File: config.mk
export PLATFORM = sky130hd
export DESIGN_NAME = branch_predict_table_flat
export DESIGN_NICKNAME = d
export VERILOG_FILES = /design/src/rtl/branch_predict_table_if.sv /design/src/rtl/branch_predict_table.sv /design/src/flat_wrapper.sv
export SDC_FILE = /design/constraint.sdc
export NUM_CORES = 1
export LEC_CHECK = 0
export CORE_MARGIN = 3
export CORE_UTILIZATION = 52
export DETAILED_ROUTE_END_ITERATION = 16
export GPL_TIMING_DRIVEN = 0
export HOLD_SLACK_MARGIN = 0.08
export PLACE_DENSITY = 0.94
export SLEW_MARGIN = 10
export SYNTH_ARGS = -nofsm -noshare
export SYNTH_HDL_FRONTEND = slang
export SYNTH_SLANG_ARGS = --single-unit
File: constraint.sdc
create_clock -name clk -period 9.3 [get_ports clk]
set_clock_uncertainty 0.15 [all_clocks]
set_input_delay 2.79 -clock clk [delete_from_list [all_inputs] [get_ports clk]]
set_output_delay 2.79 -clock clk [all_outputs]
set_load 0.03 [all_outputs]
File: src/rtl/branch_predict_table_if.sv
// Pipeline-to-predictor bundle: decode lookup and execute training.
// master: pipeline drives pcs/outcomes; slave: predictor answers.
interface branch_predict_table_if;
  logic [31:0] pcD;
  logic        branchD;
  logic        brbitD;
  logic        updateE;
  logic [31:0] pcE;
  logic        takenE;
  logic        predE;
  logic        mispredictE;

  modport master (
    output pcD, branchD, updateE, pcE, takenE, predE,
    input  brbitD, mispredictE
  );

  modport slave (
    input  pcD, branchD, updateE, pcE, takenE, predE,
    output brbitD, mispredictE
  );
endinterface

File: src/rtl/branch_predict_table.sv
// 2-bit saturating-counter branch predictor with perf counters.
// Ports: clk, reset (async low), clear, bus (slave), branch/mispred counts.
module branch_predict_table #(
  parameter int INDEX_BITS = 4,
  parameter int STAT_W     = 16
) (
  input  logic              clk,
  input  logic              reset,
  input  logic              clear,
  branch_predict_table_if.slave bus,
  output logic [STAT_W-1:0] branchcount,
  output logic [STAT_W-1:0] mispredcount
);

  localparam int N = 1 << INDEX_BITS;

  logic [1:0]            r_tab [N];
  logic [STAT_W-1:0]     r_bc;
  logic [STAT_W-1:0]     r_mc;

  logic [INDEX_BITS-1:0] w_idxD;
  logic [INDEX_BITS-1:0] w_idxE;
  logic [1:0]            w_cur;
  logic [1:0]            w_nxt;
  logic                  w_mis;
  logic                  w_byp;
  logic                  w_unused;

  assign w_idxD = bus.pcD[INDEX_BITS+1:2];
  assign w_idxE = bus.pcE[INDEX_BITS+1:2];
  assign w_cur  = r_tab[w_idxE];

  always_comb begin
    w_nxt = w_cur;
    if (bus.takenE) begin
      if (w_cur != 2'b11) w_nxt = w_cur + 2'd1;
    end else begin
      if (w_cur != 2'b00) w_nxt = w_cur - 2'd1;
    end
  end

  assign w_mis = bus.updateE & (bus.takenE ^ bus.predE);

  // Forward the in-flight write so decode sees the fresh counter.
  assign w_byp = bus.updateE & ~clear & (w_idxE == w_idxD);

  assign bus.brbitD      = w_byp ? w_nxt[1] : r_tab[w_idxD][1];
  assign bus.mispredictE = w_mis;

  assign branchcount  = r_bc;
  assign mispredcount = r_mc;

  // branchD only qualifies the prediction downstream; high pc
  // bits alias by design.
  assign w_unused = ^{bus.branchD,
                      bus.pcD[31:INDEX_BITS+2], bus.pcD[1:0],
                      bus.pcE[31:INDEX_BITS+2], bus.pcE[1:0]};

  always_ff @(posedge clk or negedge reset) begin
    if (!reset) begin
      for (int i = 0; i < N; i++) r_tab[i] <= 2'b01;
      r_bc <= '0;
      r_mc <= '0;
    end else if (clear) begin
      for (int i = 0; i < N; i++) r_tab[i] <= 2'b01;
      r_bc <= '0;
      r_mc <= '0;
    end else if (bus.updateE) begin
      r_tab[w_idxE] <= w_nxt;
      if (r_bc != '1) r_bc <= r_bc + 1'b1;
      if (w_mis && (r_mc != '1)) r_mc <= r_mc + 1'b1;
    end
  end

endmodule

File: src/flat_wrapper.sv
// flat-port wrapper written by rule: the top's interface ports become plain ports
module branch_predict_table_flat 
#(
  parameter int INDEX_BITS = 4,
  parameter int STAT_W     = 16
)
  (clk, reset, clear, branchcount, mispredcount, bus_pcD, bus_branchD, bus_updateE, bus_pcE, bus_takenE, bus_predE, bus_brbitD, bus_mispredictE);
  branch_predict_table_if bus_i ();
  input  logic clk;
  input  logic reset;
  input  logic clear;
  output logic [STAT_W-1:0] branchcount;
  output logic [STAT_W-1:0] mispredcount;
  input wire logic [$bits(bus_i.pcD)-1:0] bus_pcD;
  input wire logic [$bits(bus_i.branchD)-1:0] bus_branchD;
  input wire logic [$bits(bus_i.updateE)-1:0] bus_updateE;
  input wire logic [$bits(bus_i.pcE)-1:0] bus_pcE;
  input wire logic [$bits(bus_i.takenE)-1:0] bus_takenE;
  input wire logic [$bits(bus_i.predE)-1:0] bus_predE;
  output wire logic [$bits(bus_i.brbitD)-1:0] bus_brbitD;
  output wire logic [$bits(bus_i.mispredictE)-1:0] bus_mispredictE;
  assign bus_i.pcD = bus_pcD;
  assign bus_i.branchD = bus_branchD;
  assign bus_i.updateE = bus_updateE;
  assign bus_i.pcE = bus_pcE;
  assign bus_i.takenE = bus_takenE;
  assign bus_i.predE = bus_predE;
  assign bus_brbitD = bus_i.brbitD;
  assign bus_mispredictE = bus_i.mispredictE;
  branch_predict_table #(.INDEX_BITS(INDEX_BITS), .STAT_W(STAT_W)) u_core (.clk(clk), .reset(reset), .clear(clear), .bus(bus_i), .branchcount(branchcount), .mispredcount(mispredcount));
endmodule
# After elaboration in Yosys (flattened, before gate mapping)
# Cells that the tools add are included.
# word_totals
inputBits	71
reg_bits	64
word_cells	65
output_inout_bits	34
# classes
add_sub_neg	4
bitwise	7
n_reduce_logical	8
eq_ne	4
magnitude_cmp	3
n_mux	21
# ops
operator	n
2-to-1 mux 16 bit	6
2-to-1 mux 32 bit	2
adder 16 x 1 -> 16 bit (second input constant)	2
bitwise mux 32 bit	1
!= test 16 bit (second input constant)	2
binary-select mux 2 bit (select 4 bit)	2
2-to-1 mux 2 bit	8
greater-or-equal comparator 5 bit (second input constant)	2
inverter 4 -> 5 bit	2
demux 2 bit (select 4 bit)	1
nonzero test 2 bit	4
< comparator 5 x 1 -> 1 bit (second input constant)	1
equality test 4 bit	1
AND reduction 2 bit	2
AND 1 bit	3
adder 2 x 1 -> 2 bit (second input constant)	1
logical AND 1 bit	2
!= test 2 bit (second input constant)	1
subtractor 2 x 1 -> 2 bit (second input constant)	1
2-to-1 mux 1 bit	1
inverter 1 bit	1
XOR 1 bit	1

# Longest topological paths before layout
# Gate-level depths: netlist of the first run.
# depth
depth_word	10
depth_mapped	8
depth_no_buf	6

# Worst setup path before layout of the first run
# OpenSTA, ideal clock, no wires.
# synth_timing
path_type	input-to-output
from	input bus_pcE[3]
to	output bus_brbitD
stages	8
path_buffers	3
t_arrival_ns	4.456
required_ns	6.360
slack_ns	1.904
cell_sequence	buf_6 -> mux4_1 -> mux2_2 -> a21oi_1 -> o22a_2 -> buf_6 -> buf_12 -> mux2i_1
# synth_between
elab_chain_cells	8
word_cells_on_any_way	14
classes_between	2 x add/sub; 2 x eq/ne; 7 x mux; 2 x bitwise; 1 x reduce/logical
# synth_lines
item	line	rtl
from (decl)	flat_wrapper.sv:17	input wire logic [$bits(bus_i.pcE)-1:0] bus_pcE;
inverter 4 -> 5 bit (not written as such)	branch_predict_table.sv:31	assign w_cur = r_tab[w_idxE];
binary-select mux 2 bit (select 4 bit)	branch_predict_table.sv:31	
2-to-1 mux 2 bit (not written as such) (2 in a row)	branch_predict_table.sv:31	
subtractor 2 x 1 -> 2 bit, or another cell as far along	branch_predict_table.sv:38	if (w_cur != 2'b00) w_nxt = w_cur - 2'd1;
2-to-1 mux 2 bit, on equally long branches	branch_predict_table.sv:38, branch_predict_table.sv:36	
2-to-1 mux 2 bit	branch_predict_table.sv:35	if (bus.takenE) begin
2-to-1 mux 1 bit *	branch_predict_table.sv:47	assign bus.brbitD = w_byp ? w_nxt[1] : r_tab[w_idxD][1];
to (decl)	flat_wrapper.sv:20	output wire logic [$bits(bus_i.brbitD)-1:0] bus_brbitD;
# Mark *: on every way between the ends. The rest lies on a longest branch, timed or not. The select of a mux whose other input is x is not followed.

# Final worst setup path of the first run
# Ends and elaborated chain as after synthesis.

==> results of run 1 <==
placed cells by master, fill, tap and decap left out, types with 5 or more instances in the layout:
master / instances
clkdlybuf4s50_1: 43
nor2_1: 57
nor3_1: 23
nand4_1: 10
xor2_1: 20
xnor2_1: 7
mux4_2: 5
dfrtp_1: 48
clkbuf_8: 10
mux4_1: 8
nand3_1: 10
nand2_1: 14
or3_1: 5
inv_1: 8
a21oi_1: 17
mux2i_1: 5
a211oi_1: 8
o211ai_1: 8
o21ai_0: 19
dfstp_2: 16
a41oi_1: 16
clkbuf_1: 15
final cells by class:
type	count	area, sq um	area share (%)
Clock inverter	4	53.80	1.208
Inverter	9	33.78	0.7582
Tap cell	96	120.1	2.696
Clock buffer	12	145.1	3.258
Buffer	19	105.1	2.359
Sequential cell	64	1622	36.39
Multi-Input combinational cell	273	1938	43.50
Timing Repair Buffer	44	437.9	9.829
cells by family after synthesis:
kind of cell | synth area share (%)
buf+inv | 3.755
mux | 11.30
simple gates | 19.01
compound gates | 15.02
fa+ha+maj | 0.6765
flops | 43.84
xor+xnor | 6.394
registers in the layout, indices dropped and copies added (netlist names):
register / count
u_core.mispredcount: 16
u_core.r_tab: 32
u_core.branchcount: 16
worst max path at each step:
stage / startpoint / slack, ns / cells past startpoint / endpoint
3_3_place_gp: bus_pcE[3] / 0.67 / 10 / bus_brbitD
2_1_floorplan: bus_pcE[3] / 1.90 / 8 / bus_brbitD
4_1_cts: bus_pcE[3] / 0.60 / 10 / bus_brbitD
3_5_place_dp: bus_pcE[3] / 0.61 / 10 / bus_brbitD
5_1_grt: bus_pcE[3] / 0.50 / 10 / bus_brbitD
6_report: bus_pcE[3] / 0.58 / 10 / bus_brbitD
metal layers:
| layer | vias to the layer above | global-route usage [%] |
|---|---|---|
| li1 | 1479 | - |
| met1 | 1626 | 32.45 |
| met2 | 212 | 43.37 |
| met3 | 48 | 4.583 |
| met4 | 0 | 13.52 |
| met5 | - | 0 |
power by group through the flow:
stage	clock [W]	sequential, W	combinational [W]
floorplan	0	0.000296	0.0000372
global placement	0	0.000293	0.0000642
detailed placement	0	0.000294	0.0000663
CTS	0.000245	0.000289	0.0000672
global route	0.000255	0.000289	0.0000735
finish	0.000242	0.000289	0.0000679
through the flow:
step | cells | hold slack [ns]
floorplan | 365 | 0.3889
global placement | 505 | 0.4026
detailed placement | 505 | 0.4019
CTS | 521 | 0.4322
global route | 521 | 0.4677
finish | 521 | 0.4224
worst max-delay path, cell delays in order:
cell             delay, ns
clkdlybuf4s50_1       0.62
buf_6                 0.21
mux4_1                0.57
mux2_2                0.32
a21oi_1               0.17
o22a_2                0.19
buf_6                 0.14
buf_12                0.13
mux2i_1               0.06
clkdlybuf4s50_1       0.59
==> key figures, run 1 <==
Status
  – Status: finished clean

Timing
  – Final Hold Viols: 0
  – Post-route setup slack: 0.5754 ns
  – Fin. max-slew vios: 0
  – Fin crit share: 93.81%
  – RSZ-0062 raised after global routing: no
  – Worst slew pin tran: 0.7825 ns
  – Max Freq: 114.6 MHz
  – Worst slew margin: 47.83%
  – Total negative setup slack: 0 ns
  – # setup viols final: 0
  – Final Critical Period: 8.725 ns

Global route
  – Number of global-route vias before repair: 3451
  – Overall Global Routing Usage: 26.00%
  – Largest net degree at the start of global routing: 65
  – Number of antenna violations at the first check in global routing: 0
  – First-pass GRT wire length: 16.94 mm
  – Congestion Overflow GR: 0

Routing
  – Drt initial violations: 447
  – Routed length on met2: 4.946 mm
  – Met1 wire length: 3.917 mm
  – Vias: 3365
  – Wire per inst: 19.35 um
  – Detail Route Antenna Nets: 0
  – Via/cell ratio: 6.459
  – WL final: 10.08 mm
  – Detailed Routing Iterations Pass 1: 6
  – DR WL met3: 821 um
  – Number of remaining DRC errors: 0
  – Top sig layer: met4

Worst hold path
  – HP Class: flop to flop
  – Hold depth: 2
  – Min-delay src: u_core.branchcount[13]
  – End of the worst hold path: u_core.branchcount[13]

Place
  – Placer's final routability congestion estimate: 0.9314
  – Placed Area: 4257 sq um
  – Setup slack at placement: 0.6062 ns
  – PortBufs: 44
  – Dpl hpwl: 6.924 mm

Pwr
  – Int Power: 0.0004409 W
  – Leak Pwr: 1.665 nW
  – Clock share of power: 40.5%
  – Net Sw Frac: 26.43%
  – Worst vdd ir: 89.61 uV
  – Pwr/cell area: 134.5 nW/um^2
  – Reg power frac: 48.2%
  – Total power: 0.0005993 W
  – Sw Pwr: 0.0001584 W
  – Comb pwr share: 11.3%

Floorplan
  – Die area: 8160 sq um
  – FP Rows: 30
  – Top Ports: 105
  – Die W: 90.34 um
  – Core area: 6832 sq um
  – Initial Util: 54.14%
  – Die Y: 90.34 um

Synth
  – Synth unique cells: 45
  – Net Count, Synth: 438
  – Synth area leaders: dfrtp_1, dfstp_2, nor2_1
  – Mapped Area: 3699 sq um
  – Synth area leader: dfrtp_1
  – Primary FF master, synth: dfrtp_1
  – Synth async-reset ratio: 100.0%
  – Count leader, synth: nor2_1
  – Top cell type's share of synthesized area: 32.48%
  – Number of enable flip-flop cells after synthesis: 0
  – Yosys warning count: 0
  – Post-synth top cells: nor2_1, dfrtp_1, nor3_1
  – Post-Synthesis Cells: 365
  – Synthesized area per cell: 10.13 sq um
  – Post-synthesis sequential area ratio: 43.84%
  – Register bit total from synthesis: 64

Clock tree
  – CTS buffer count: 9
  – TritonCTS clock tree: done
  – CTS sink cnt: 64
  – Root buf cell: clkbuf_8
  – Latest clock arrival within the worst-skew pair: 0.35 ns
  – Longest Clk Path Bufs: 2
  – Hold buffer count at CTS: 0
  – Post-CTS Setup Bufs: 0
  – Resize count post-CTS: 0
  – Worst-path clk slew: 0.07 ns
  – H-tree level count: 3

Job
  – Max Cap Viol: 0

Worst setup path
  – R2R Path Start: u_core.mispredcount[0]
  – WP data required: 6.36 ns
  – Worst Path Class, Setup: input pin to output pin
  – Reg2reg path depth: 6
  – Setup crit start kind: input pin
  – FF-to-FF setup slack: 6.90 ns
  – Worst path arrival time: 5.78 ns
  – CP max FO: 10
  – Worst Setup End Kind: output pin
  – FF-to-FF End: u_core.mispredcount[14]

Finish
  – Final Instance Area: 4456 sq um
  – Final net count: 493
  – Fillers: 529
  – Ant. Diodes: 0
  – Area delta synth->final: 20.47%
  – Share of cells above drive strength 1: 12.24%
  – Fin util: 65.22%
(Power assumes the default switching activity.)
==> inputs of run 2 (changes only) <==
--- a/config.mk
+++ b/config.mk
@@ -6,11 +6,12 @@
 export NUM_CORES = 1
 export LEC_CHECK = 0
 export CORE_MARGIN = 3
-export CORE_UTILIZATION = 52
+export CORE_UTILIZATION = 62
 export DETAILED_ROUTE_END_ITERATION = 16
+export DONT_BUFFER_PORTS = 1
 export GPL_TIMING_DRIVEN = 0
 export HOLD_SLACK_MARGIN = 0.08
-export PLACE_DENSITY = 0.94
+export PLACE_DENSITY = 0.86
 export SLEW_MARGIN = 10
 export SYNTH_ARGS = -nofsm -noshare
 export SYNTH_HDL_FRONTEND = slang
==> run 2 against run 1 <==
Sequential cell count did not move. Die area fell by 15%. Wire length fell by 11%. Largest cell class unchanged. First-iteration DRC count fell by 19%. Count of clock-buffer cells in the layout did not move. Register-to-register slack got worse by 0.20 ns. Critical path depth fell by 3. Sequential power barely moved. Utilization rose by 5.8 points. Non-clock buffer count fell by 44. Worst setup slack improved by 1.1 ns. Final cell count fell by 13%.
==> key figures, run 2 (same netlist as run 1, synthesis figures left out) <==
Worst setup path
  – Worst path max stage delay: 0.52 ns (-0.10 ns)
  – Worst Setup End Kind: output pin
  – Critical Path, Cell by Cell: clkbuf_1, mux2_2, o21ai_0, o22a_2, buf_6, buf_12, mux2i_1
  – WP data required: 6.36 ns (about the same)
  – FF-to-FF setup slack: 6.70 ns (-0.20 ns)
  – R2R Path Start: u_core.mispredcount[0]
  – Critical-path top delay cell: mux2i_1
  – Worst Path Class, Setup: input pin to output pin
  – FF-to-FF End: u_core.mispredcount[14]
  – Worst path arrival time: 4.67 ns (-1.11 ns)
  – Worst Path Buf+Inv: 3 (-2)
  – Setup crit start kind: input pin
  – Reg2reg path depth: 6 (unchanged)
  – CP max FO: 10 (unchanged)
  – Delay-heaviest family, CP: multiplexers

Global route
  – Overall Global Routing Usage: 27.85% (+1.8 points)
  – Number of global-route vias before repair: 3109 (-9.9%)
  – Largest net degree at the start of global routing: 65 (unchanged)
  – Number of antenna violations at the first check in global routing: 0 (unchanged)
  – First-pass GRT wire length: 15.48 mm (-8.6%)
  – Congestion Overflow GR: 0 (unchanged)

Routing
  – Drt initial violations: 361 (-19%)
  – WL final: 8.968 mm (-11%)
  – Detailed Routing Iterations Pass 1: 5 (-1)
  – Wire per inst: 19.84 um (+2.6%)
  – Detail Route Antenna Nets: 0 (unchanged)
  – Via/cell ratio: 6.799 (+5.3%)
  – Vias: 3073 (-8.7%)
  – Number of remaining DRC errors: 0 (unchanged)

Pwr
  – Comb pwr share: 7.9% (-3.4 points)
  – Leak Pwr: 1.528 nW (-8.2%)
  – Pwr/cell area: 151.6 nW/um^2 (+13%)
  – Sw Pwr: 0.0001417 W (-10%)
  – Reg power frac: 48.1% (about the same)
  – Int Power: 0.0004661 W (+5.7%)
  – Clock share of power: 44.0% (+3.5 points)
  – Worst vdd ir: 103.2 uV (+15%)
  – Net Sw Frac: 23.32% (-3.1 points)
  – Total power: 0.0006079 W (+1.4%)

Floorplan
  – Die Y: 83.24 um (-7.9%)
  – Die W: 83.24 um (-7.9%)
  – Initial Util: 65.56% (+11 points)
  – FP Rows: 27 (-10%)
  – Die area: 6928 sq um (-15%)
  – Top Ports: 105 (unchanged)
  – Core area: 5642 sq um (-17%)

Clock tree
  – Latest clock arrival within the worst-skew pair: 0.34 ns (about the same)
  – Resize count post-CTS: 0 (unchanged)
  – CTS buffer count: 9 (unchanged)
  – TritonCTS clock tree: done
  – H-tree level count: 3 (unchanged)
  – Longest Clk Path Bufs: 2 (unchanged)
  – Hold buffer count at CTS: 0 (unchanged)
  – CTS sink cnt: 64 (unchanged)
  – Worst-path clk slew: 0.06 ns (about the same)
  – Root buf cell: clkbuf_8
  – Post-CTS Setup Bufs: 0 (unchanged)

Worst hold path
  – Hold depth: 2 (unchanged)
  – Min-delay src: u_core.r_tab[29]
  – End of the worst hold path: u_core.r_tab[29]
  – HP Class: flop to flop

Finish
  – Ant. Diodes: 0 (unchanged)
  – Top reg by flops: u_core.r_tab
  – Register area: 1622 sq um (unchanged)
  – Commonest non-fill, non-tap cell in the layout: nor2_1
  – Multi-input gate area: 1938 sq um (unchanged)
  – Fillers: 407 (-23%)
  – Most frequent cells in the layout: nor2_1, dfrtp_1, nor3_1, xor2_1, o21ai_0
  – Share of cells above drive strength 1: 13.42% (+1.2 points)
  – Max reg flops: 32 (unchanged)
  – Final net count: 449 (-8.9%)
  – Area delta synth->final: 8.390%

Timing
  – Final Hold Viols: 0 (unchanged)
  – Final Critical Period: 7.613 ns (-1.112 ns)
  – Max Freq: 131.4 MHz (+15%)
  – RSZ-0062 raised after global routing: no
  – Fin. max-slew vios: 0 (unchanged)
  – Worst slew margin: 53.00% (+5.2 points)
  – # setup viols final: 0 (unchanged)
  – Worst slew pin tran: 0.6853 ns (-0.09718 ns)
  – Total negative setup slack: 0 ns (unchanged)
  – Fin crit share: 81.86% (-12 points)

Place
  – PortBufs: 0 (-100%)
  – Placer's final routability congestion estimate: 0.9613 (+3.2%)
  – Dpl hpwl: 6.347 mm (-8.3%)

Job
  – Max Cap Viol: 0 (unchanged)

Status
  – Status: finished clean
-- run 2: changes by cell type in the layout (fill, tap and decap cells not counted), sizes merged --
cell	delta
clkinvlp	-2
bufinv	+1
buf	-1
clkdlybuf4s50	-43
-- run 2: how the worst max path moves through the flow --
stage / startpoint / to / slack, ns / cells after the start
after floorplan: bus_pcE[3] / bus_brbitD / 1.90 / 8
final: bus_pcE[2] / bus_brbitD / 1.69 / 7
after global placement: bus_pcE[2] / bus_brbitD / 1.73 / 7
after global routing: bus_pcE[2] / bus_brbitD / 1.57 / 7
after detailed placement: bus_pcE[3] / bus_brbitD / 1.71 / 8
after CTS: bus_pcE[2] / bus_brbitD / 1.68 / 7
-- run 2: layout make-up --
class                           count  area share (%)
Buffer                             19           2.622
Multi-Input combinational cell    273           48.35
Sequential cell                    64           40.45
Clock inverter                      3           1.623
Clock buffer                       12           3.870
Inverter                            9          0.8427
Tap cell                           72           2.247
-- run 2: metrics by stage --
stage / area [sq um] / hold WS, ns / instances / setup slack, ns / util [%]
2_1_floorplan: 3699 / 0.3889 / 365 / 1.904 / -
3_3_place_gp: 3789 / 0.4208 / 437 / 1.729 / 67.15
3_5_place_dp: 3789 / 0.4295 / 437 / 1.711 / 67.15
4_1_cts: 4009 / 0.4380 / 452 / 1.682 / 71.06
5_1_grt: 4009 / 0.4644 / 452 / 1.566 / 71.06
6_report: 4009 / 0.4392 / 452 / 1.687 / 71.06
-- run 2: power groups by stage --
stage | clock network (W) | logic, W | registers [W]
2_1_floorplan | 0 | 0.0000372 | 0.000296
3_3_place_gp | 0 | 0.0000455 | 0.000297
3_5_place_dp | 0 | 0.0000471 | 0.000297
4_1_cts | 0.000271 | 0.0000474 | 0.000292
5_1_grt | 0.000284 | 0.0000526 | 0.000293
6_report | 0.000268 | 0.0000480 | 0.000292
-- run 2: worst min-delay path, cell delays in order (launching register included) --
cell      delay [ns]
dfrtp_1         0.39
nor2_1          0.11
a211oi_1        0.05
-- run 2: metal layers --
layer	track usage, %	up-vias	wire, um
met2	43.22	144	4345
li1	-	1393	-
met1	36.51	1510	3604
met4	11.14	0	299
met5	0	-	0
met3	8.730	26	718
